`src/rtl/fifo_pkg.sv`:
```
// Shared widths and default parameters for the parameterised synchronous FIFO.
package fifo_pkg;

    localparam int DEF_DATA_W    = 128;
    localparam int DEF_DEPTH     = 16;
    localparam int DEF_AEMPTY_TH = 2;

    // Pointers carry one extra wrap bit above the entry index.
    function automatic int ptr_w(input int depth);
        return $clog2(depth) + 1;
    endfunction

    // Occupancy must represent 0..depth inclusive.
    function automatic int cnt_w(input int depth);
        return $clog2(depth) + 1;
    endfunction

endpackage

```
`src/rtl/param_sync_fifo_if.sv`:
```
// FIFO push/pop bus: master drives requests and write data, slave is the FIFO itself.
interface param_sync_fifo_if
    import fifo_pkg::*;
#(
    parameter int DATA_W = DEF_DATA_W,
    parameter int DEPTH  = DEF_DEPTH
);

    logic                      wr_en;
    logic [DATA_W-1:0]         wr_data;
    logic                      rd_en;
    logic [DATA_W-1:0]         rd_data;
    logic                      full;
    logic                      empty;
    logic                      almost_full;
    logic                      almost_empty;
    logic [cnt_w(DEPTH)-1:0]   count;
    logic                      overflow;
    logic                      underflow;

    modport master (
        output wr_en, wr_data, rd_en,
        input  rd_data, full, empty, almost_full, almost_empty, count, overflow, underflow
    );

    modport slave (
        input  wr_en, wr_data, rd_en,
        output rd_data, full, empty, almost_full, almost_empty, count, overflow, underflow
    );

endinterface

```
`src/rtl/fifo_mem.sv`:
```
// FIFO storage: one synchronous write port, one address-indexed combinational read port.
module fifo_mem #(
    parameter int DATA_W = 128,
    parameter int DEPTH  = 16
) (
    input  logic                       clk,
    input  logic                       i_we,
    input  logic [$clog2(DEPTH)-1:0]   i_waddr,
    input  logic [DATA_W-1:0]          i_wdata,
    input  logic [$clog2(DEPTH)-1:0]   i_raddr,
    output logic [DATA_W-1:0]          o_rdata
);

    logic [DATA_W-1:0] r_mem [DEPTH];

    always_ff @(posedge clk) begin
        if (i_we) begin
            r_mem[i_waddr] <= i_wdata;
        end
    end

    assign o_rdata = r_mem[i_raddr];

endmodule

```
`src/rtl/param_sync_fifo.sv`:
```
// Parameterised synchronous FIFO with registered flags, overflow/underflow pulses.
// Define PARAM_SYNC_FIFO_FWFT_EN for first-word-fall-through read data; default is registered read.
module param_sync_fifo
    import fifo_pkg::*;
#(
    parameter int DATA_W    = DEF_DATA_W,
    parameter int DEPTH     = DEF_DEPTH,
    parameter int AFULL_TH  = DEPTH - 2,
    parameter int AEMPTY_TH = DEF_AEMPTY_TH
) (
    input  logic               clk,
    input  logic               rst,
    param_sync_fifo_if.slave   bus
);

    localparam int AW = $clog2(DEPTH);
    localparam int PW = ptr_w(DEPTH);
    localparam int CW = cnt_w(DEPTH);
    localparam logic [CW-1:0] AF_LVL = CW'(AFULL_TH);
    localparam logic [CW-1:0] AE_LVL = CW'(AEMPTY_TH);

    logic [PW-1:0]     r_wr_ptr;
    logic [PW-1:0]     r_rd_ptr;
    logic [CW-1:0]     r_count;
    logic              r_full;
    logic              r_empty;
    logic              r_afull;
    logic              r_aempty;
    logic              r_overflow;
    logic              r_underflow;

    logic              w_push;
    logic              w_pop;
    logic [PW-1:0]     w_wr_ptr_nxt;
    logic [PW-1:0]     w_rd_ptr_nxt;
    logic [CW-1:0]     w_count_nxt;
    logic [DATA_W-1:0] w_mem_rdata;

    // A simultaneous pop frees the slot, so a push at full is still taken.
    assign w_push       = bus.wr_en && (!r_full || bus.rd_en);
    assign w_pop        = bus.rd_en && !r_empty;
    assign w_wr_ptr_nxt = w_push ? r_wr_ptr + PW'(1) : r_wr_ptr;
    assign w_rd_ptr_nxt = w_pop  ? r_rd_ptr + PW'(1) : r_rd_ptr;
    assign w_count_nxt  = CW'(w_wr_ptr_nxt - w_rd_ptr_nxt);

    always_ff @(posedge clk) begin
        if (rst) begin
            r_wr_ptr    <= '0;
            r_rd_ptr    <= '0;
            r_count     <= '0;
            r_full      <= 1'b0;
            r_empty     <= 1'b1;
            r_afull     <= 1'b0;
            r_aempty    <= 1'b1;
            r_overflow  <= 1'b0;
            r_underflow <= 1'b0;
        end else begin
            r_wr_ptr    <= w_wr_ptr_nxt;
            r_rd_ptr    <= w_rd_ptr_nxt;
            r_count     <= w_count_nxt;
            r_full      <= (w_wr_ptr_nxt[AW-1:0] == w_rd_ptr_nxt[AW-1:0]) &&
                           (w_wr_ptr_nxt[AW] != w_rd_ptr_nxt[AW]);
            r_empty     <= (w_wr_ptr_nxt == w_rd_ptr_nxt);
            r_afull     <= (w_count_nxt >= AF_LVL);
            r_aempty    <= (w_count_nxt <= AE_LVL);
            r_overflow  <= bus.wr_en && r_full && !bus.rd_en;
            r_underflow <= bus.rd_en && r_empty;
        end
    end

    fifo_mem #(
        .DATA_W (DATA_W),
        .DEPTH  (DEPTH)
    ) u_mem (
        .clk     (clk),
        .i_we    (w_push),
        .i_waddr (r_wr_ptr[AW-1:0]),
        .i_wdata (bus.wr_data),
        .i_raddr (r_rd_ptr[AW-1:0]),
        .o_rdata (w_mem_rdata)
    );

`ifdef PARAM_SYNC_FIFO_FWFT_EN
    // Head word is visible combinationally; forced to zero while empty.
    assign bus.rd_data = r_empty ? '0 : w_mem_rdata;
`else
    logic [DATA_W-1:0] r_rd_data;

    always_ff @(posedge clk) begin
        if (rst) begin
            r_rd_data <= '0;
        end else if (w_pop) begin
            r_rd_data <= w_mem_rdata;
        end
    end

    assign bus.rd_data = r_rd_data;
`endif

    assign bus.full         = r_full;
    assign bus.empty        = r_empty;
    assign bus.almost_full  = r_afull;
    assign bus.almost_empty = r_aempty;
    assign bus.count        = r_count;
    assign bus.overflow     = r_overflow;
    assign bus.underflow    = r_underflow;

endmodule

```
`src/flat_wrapper.sv`:
```
// flat-port wrapper written by rule: the top's interface ports become plain ports
module param_sync_fifo_flat import fifo_pkg::*;
#(
    parameter int DATA_W    = DEF_DATA_W,
    parameter int DEPTH     = DEF_DEPTH,
    parameter int AFULL_TH  = DEPTH - 2,
    parameter int AEMPTY_TH = DEF_AEMPTY_TH
)
  (clk, rst, bus_wr_en, bus_wr_data, bus_rd_en, bus_rd_data, bus_full, bus_empty, bus_almost_full, bus_almost_empty, bus_count, bus_overflow, bus_underflow);
  param_sync_fifo_if #(.DATA_W(DATA_W), .DEPTH(DEPTH)) bus_i ();
  input  logic clk;
  input  logic rst;
  input wire logic [$bits(bus_i.wr_en)-1:0] bus_wr_en;
  input wire logic [$bits(bus_i.wr_data)-1:0] bus_wr_data;
  input wire logic [$bits(bus_i.rd_en)-1:0] bus_rd_en;
  output wire logic [$bits(bus_i.rd_data)-1:0] bus_rd_data;
  output wire logic [$bits(bus_i.full)-1:0] bus_full;
  output wire logic [$bits(bus_i.empty)-1:0] bus_empty;
  output wire logic [$bits(bus_i.almost_full)-1:0] bus_almost_full;
  output wire logic [$bits(bus_i.almost_empty)-1:0] bus_almost_empty;
  output wire logic [$bits(bus_i.count)-1:0] bus_count;
  output wire logic [$bits(bus_i.overflow)-1:0] bus_overflow;
  output wire logic [$bits(bus_i.underflow)-1:0] bus_underflow;
  assign bus_i.wr_en = bus_wr_en;
  assign bus_i.wr_data = bus_wr_data;
  assign bus_i.rd_en = bus_rd_en;
  assign bus_rd_data = bus_i.rd_data;
  assign bus_full = bus_i.full;
  assign bus_empty = bus_i.empty;
  assign bus_almost_full = bus_i.almost_full;
  assign bus_almost_empty = bus_i.almost_empty;
  assign bus_count = bus_i.count;
  assign bus_overflow = bus_i.overflow;
  assign bus_underflow = bus_i.underflow;
  param_sync_fifo #(.DATA_W(DATA_W), .DEPTH(DEPTH), .AFULL_TH(AFULL_TH), .AEMPTY_TH(AEMPTY_TH)) u_core (.clk(clk), .rst(rst), .bus(bus_i));
endmodule
```
`config.mk`:
```
export PLATFORM = sky130hd
export DESIGN_NAME = param_sync_fifo_flat
export DESIGN_NICKNAME = d
export VERILOG_FILES = /design/src/rtl/fifo_pkg.sv /design/src/rtl/param_sync_fifo_if.sv /design/src/rtl/fifo_mem.sv /design/src/rtl/param_sync_fifo.sv /design/src/flat_wrapper.sv
export SDC_FILE = /design/constraint.sdc
export NUM_CORES = 2
export LEC_CHECK = 0
export CORE_MARGIN = 1
export CORE_UTILIZATION = 55
export CTS_CLUSTER_DIAMETER = 50
export DETAILED_ROUTE_END_ITERATION = 16
export PLACE_DENSITY = 0.75
export SLEW_MARGIN = 10
export SYNTH_ARGS = -nofsm -noshare
export SYNTH_HDL_FRONTEND = slang
export SYNTH_SLANG_ARGS = --single-unit
```
`constraint.sdc`:
```
create_clock -name clk -period 13.4 [get_ports clk]
set_input_delay 2.68 -clock clk [delete_from_list [all_inputs] [get_ports clk]]
set_output_delay 2.68 -clock clk [all_outputs]
set_load 0.02 [all_outputs]
```
==> impl_metrics.csv <==
group,metric,value,unit
run_status,status,"completed",
cts,insertion_delay,0.85,ns
global_routing,grt_max_degree,146,
cts,cts_root_buffer,"clkbuf_16",
worst_setup_path,critPathLaunchType,"primary input",
floorplanning,start_util,55.4,%
floorplanning,die_width,388,µm
power_and_ir_drop,p_leak,28.3,nW
floorplanning,core,0.148,mm²
detailed_routing,wl,186000,µm
cts,clk_pin_slew,0.06,ns
global_routing,antenna_found_initial,26,
cts,cts_hold_buf,0,
cts,post_cts_buffers,0,
synth,ys_ff_latch,2197,
finish,drive_gt1_share,25.4,%
floorplanning,die-area,0.151,mm²
placed_design,dp.cells,5572,
worst_setup_path,cp.required,13.85,ns
cts,cts_sinks,2197,
floorplanning,die_h,388,µm
synth,ys_types,34,
timing,finalSetupViolations,0,
detailed_routing,drt_iter0_drc,4209,
global_routing,grt_first_pass_wirelength,272000,µm
cts,cts_resized,0,
finish,fin_nets,3997,
placed_design,numPortBuffers,270,
worst_setup_path,worstSetupPathType,"primary input to flop",
global_routing,grt_pass1_vias,39207,
synth,syn_nets,3641,
job,maxCapViolCount,0,
detailed_routing,drt-pass1-iter-count,6,
worst_setup_path,end_kind,"flop",
placed_design,dpl_cell_area,0.0868,mm²
synth,synth_cells,3501,
global_routing,grt_usage,25.2,%
cts,cts_tree,"yes",
placed_design,dp_hpwl,98200,µm
power_and_ir_drop,ir_drop,120,µV
timing,hold_viol,0,
timing,period_minus_slack,5.96,ns
timing,finalSetupTns,0,ns
detailed_routing,avgRoutedWirePerCell,31.2,µm
synth,synth_area_per_cell,23.4,µm²
floorplanning,std_cell_rows,141,
finish,design_area,0.0936,mm²
timing,fin_worst_skew,0.0434,ns
finish,fin_cells,5979,
cts,ctsLongestPathBuffers,3,
detailed_routing,drc_errors,0,
power_and_ir_drop,power.density,158,mW/mm²
timing,grt_setup_unrepaired,"no",
synth,seq_area_frac_synth,78.7,%
floorplanning,ios,271,
cts,cts_buffers,213,
synth,yosys_warnings,0,
timing,tightest_slew,1.14,ns
detailed_routing,ant_nets,0,
power_and_ir_drop,p_total,0.0147,W
placed_design,routabilityCongestion,0.743,
worst_setup_path,critPathArrivalTime,6.41,ns
timing,holdWs,0.452,ns
detailed_routing,vias,38028,
timing,finalCritPeriodShare,44.5,%
detailed_routing,viasPerCell,6.36,
worst_setup_path,path_max_fanout,52,
min_path,hp-class,"flop to flop",
timing,fmax,168,MHz
timing,relSlewSlack,24.2,%
cts,htreeDepth,4,
synth,synth_area,0.0820,mm²
finish,area_growth,14.2,%
timing,slew_viol_final,0,
global_routing,overflow,0,
## where the power goes
part | leakage, nW | internal [W] | switching (W)
Sequential | 19.7 | 0.00763 | 0.0000651
Combinational | 5.28 | 0.000623 | 0.000696
Clock | 3.26 | 0.00321 | 0.00252
## critical path: stages
cell and delay (ns):
clkdlybuf4s50_1 0.58, nand2b_2 0.19, nand2_1 0.19, nor3_1 0.43, and2_4 0.59, buf_4 0.78, buf_4 0.84
## layout by cell type (no fill, tap or decap), drive strengths merged, types with 6 or more instances in the layout
master / Yosys / layout
a21oi: 129 / 129
and2: 16 / 16
buf: 94 / 60
bufinv: 0 / 6
clkbuf: 94 / 307
clkdlybuf4s50: 0 / 269
clkinv: 0 / 69
clkinvlp: 0 / 9
dfxtp: 149 / 149
diode: 0 / 6
edfxtp: 2048 / 2048
ha: 8 / 8
inv: 5 / 15
mux4: 640 / 640
nand2: 260 / 260
nor2: 16 / 16
xnor2: 9 / 9
xor2: 6 / 6
## state kept, by name (all words and copies together), names as in the netlist, 4 cells and up, named ones only
name	flops
u_core.bus.rd_data	128
u_core.u_mem.r_mem	2048
u_core.r_wr_ptr	4
u_core.r_rd_ptr	5
u_core.bus.count	5
## final timing paths
check | cells past startpoint | start | to | slack, ns
worst min register to register | 2 | u_core.bus.rd_data[77] | u_core.bus.rd_data[77] | 0.45
worst max register to register | 7 | u_core.r_rd_ptr[0] | u_core.bus.rd_data[73] | 8.34
worst max-delay path | 7 | bus_rd_en | u_core.u_mem.r_mem[0][67] | 7.44
worst min-delay path | 2 | u_core.bus.rd_data[77] | u_core.bus.rd_data[77] | 0.45
## layer usage
layer,vias to the layer above,part of all wire [%],GRT usage (%)
met4,28,3.0,8.56
met2,1942,51,41.9
met5,-,0.088,0
met1,20277,38,33.6
met3,319,7.8,5.13
li1,15462,-,-
## area by class of cell
type / count / area (µm²)
Fill cell: 9504 / 54300
Antenna cell: 6 / 15.0
Inverter: 5 / 18.8
Tap cell: 1930 / 2410
Multi-Input combinational cell: 1111 / 16700
Clock buffer: 307 / 5940
Timing Repair Buffer: 329 / 3170
Clock inverter: 94 / 792
Sequential cell: 2197 / 64500
## metrics by stage
stage	worst slack (ns)	utilization [%]
final	7.44	63.3
after global routing	7.27	63.3
after CTS	7.44	63.3
after detailed placement	6.60	58.7
after global placement	6.67	58.7
after floorplan	6.14	-
## Yosys cell counts
cell type	number	share of area (%)
a21oi_1	129	0.79
a221oi_2	1	0.018
a31o_2	1	0.011
a41o_1	1	0.012
and2_1	16	0.12
and3_1	1	0.0076
and3_4	1	0.014
and4_1	1	0.011
buf_1	25	0.11
buf_2	68	0.42
buf_6	1	0.014
clkbuf_1	94	0.43
dfxtp_1	149	3.6
edfxtp_1	2048	75
ha_1	8	0.12
inv_1	5	0.023
maj3_2	2	0.027
mux2i_2	2	0.034
mux4_2	640	18
nand2_1	260	1.2
nand2b_1	3	0.023
nand2b_2	1	0.011
nand3_1	1	0.0061
nand4_1	2	0.015
nor2_1	16	0.073
nor2b_1	3	0.023
nor2b_2	1	0.011
nor3_1	1	0.0061
nor3b_1	3	0.027
nor4bb_1	1	0.012
o22ai_1	1	0.0076
xnor2_1	8	0.085
xnor2_2	1	0.020
xor2_1	6	0.064
## kinds of logic (layout without fill, tap and decap cells)
group                    Yosys count  count (layout)  share of synthesized area [%]
flip-flops                      2197            2197                           78.7
multiplexers                     642             642                           17.6
AND/OR/NAND/NOR                  311             311                           1.55
buffers and inverters            193             735                          0.997
AO/OA/AOI/OAI                    133             133                          0.837
XOR/XNOR                          15              15                          0.169
adder cells (fa/ha/maj)           10              10                          0.150
other                              0               6                              0
Note: power is estimated with default switching activity, not from simulation.
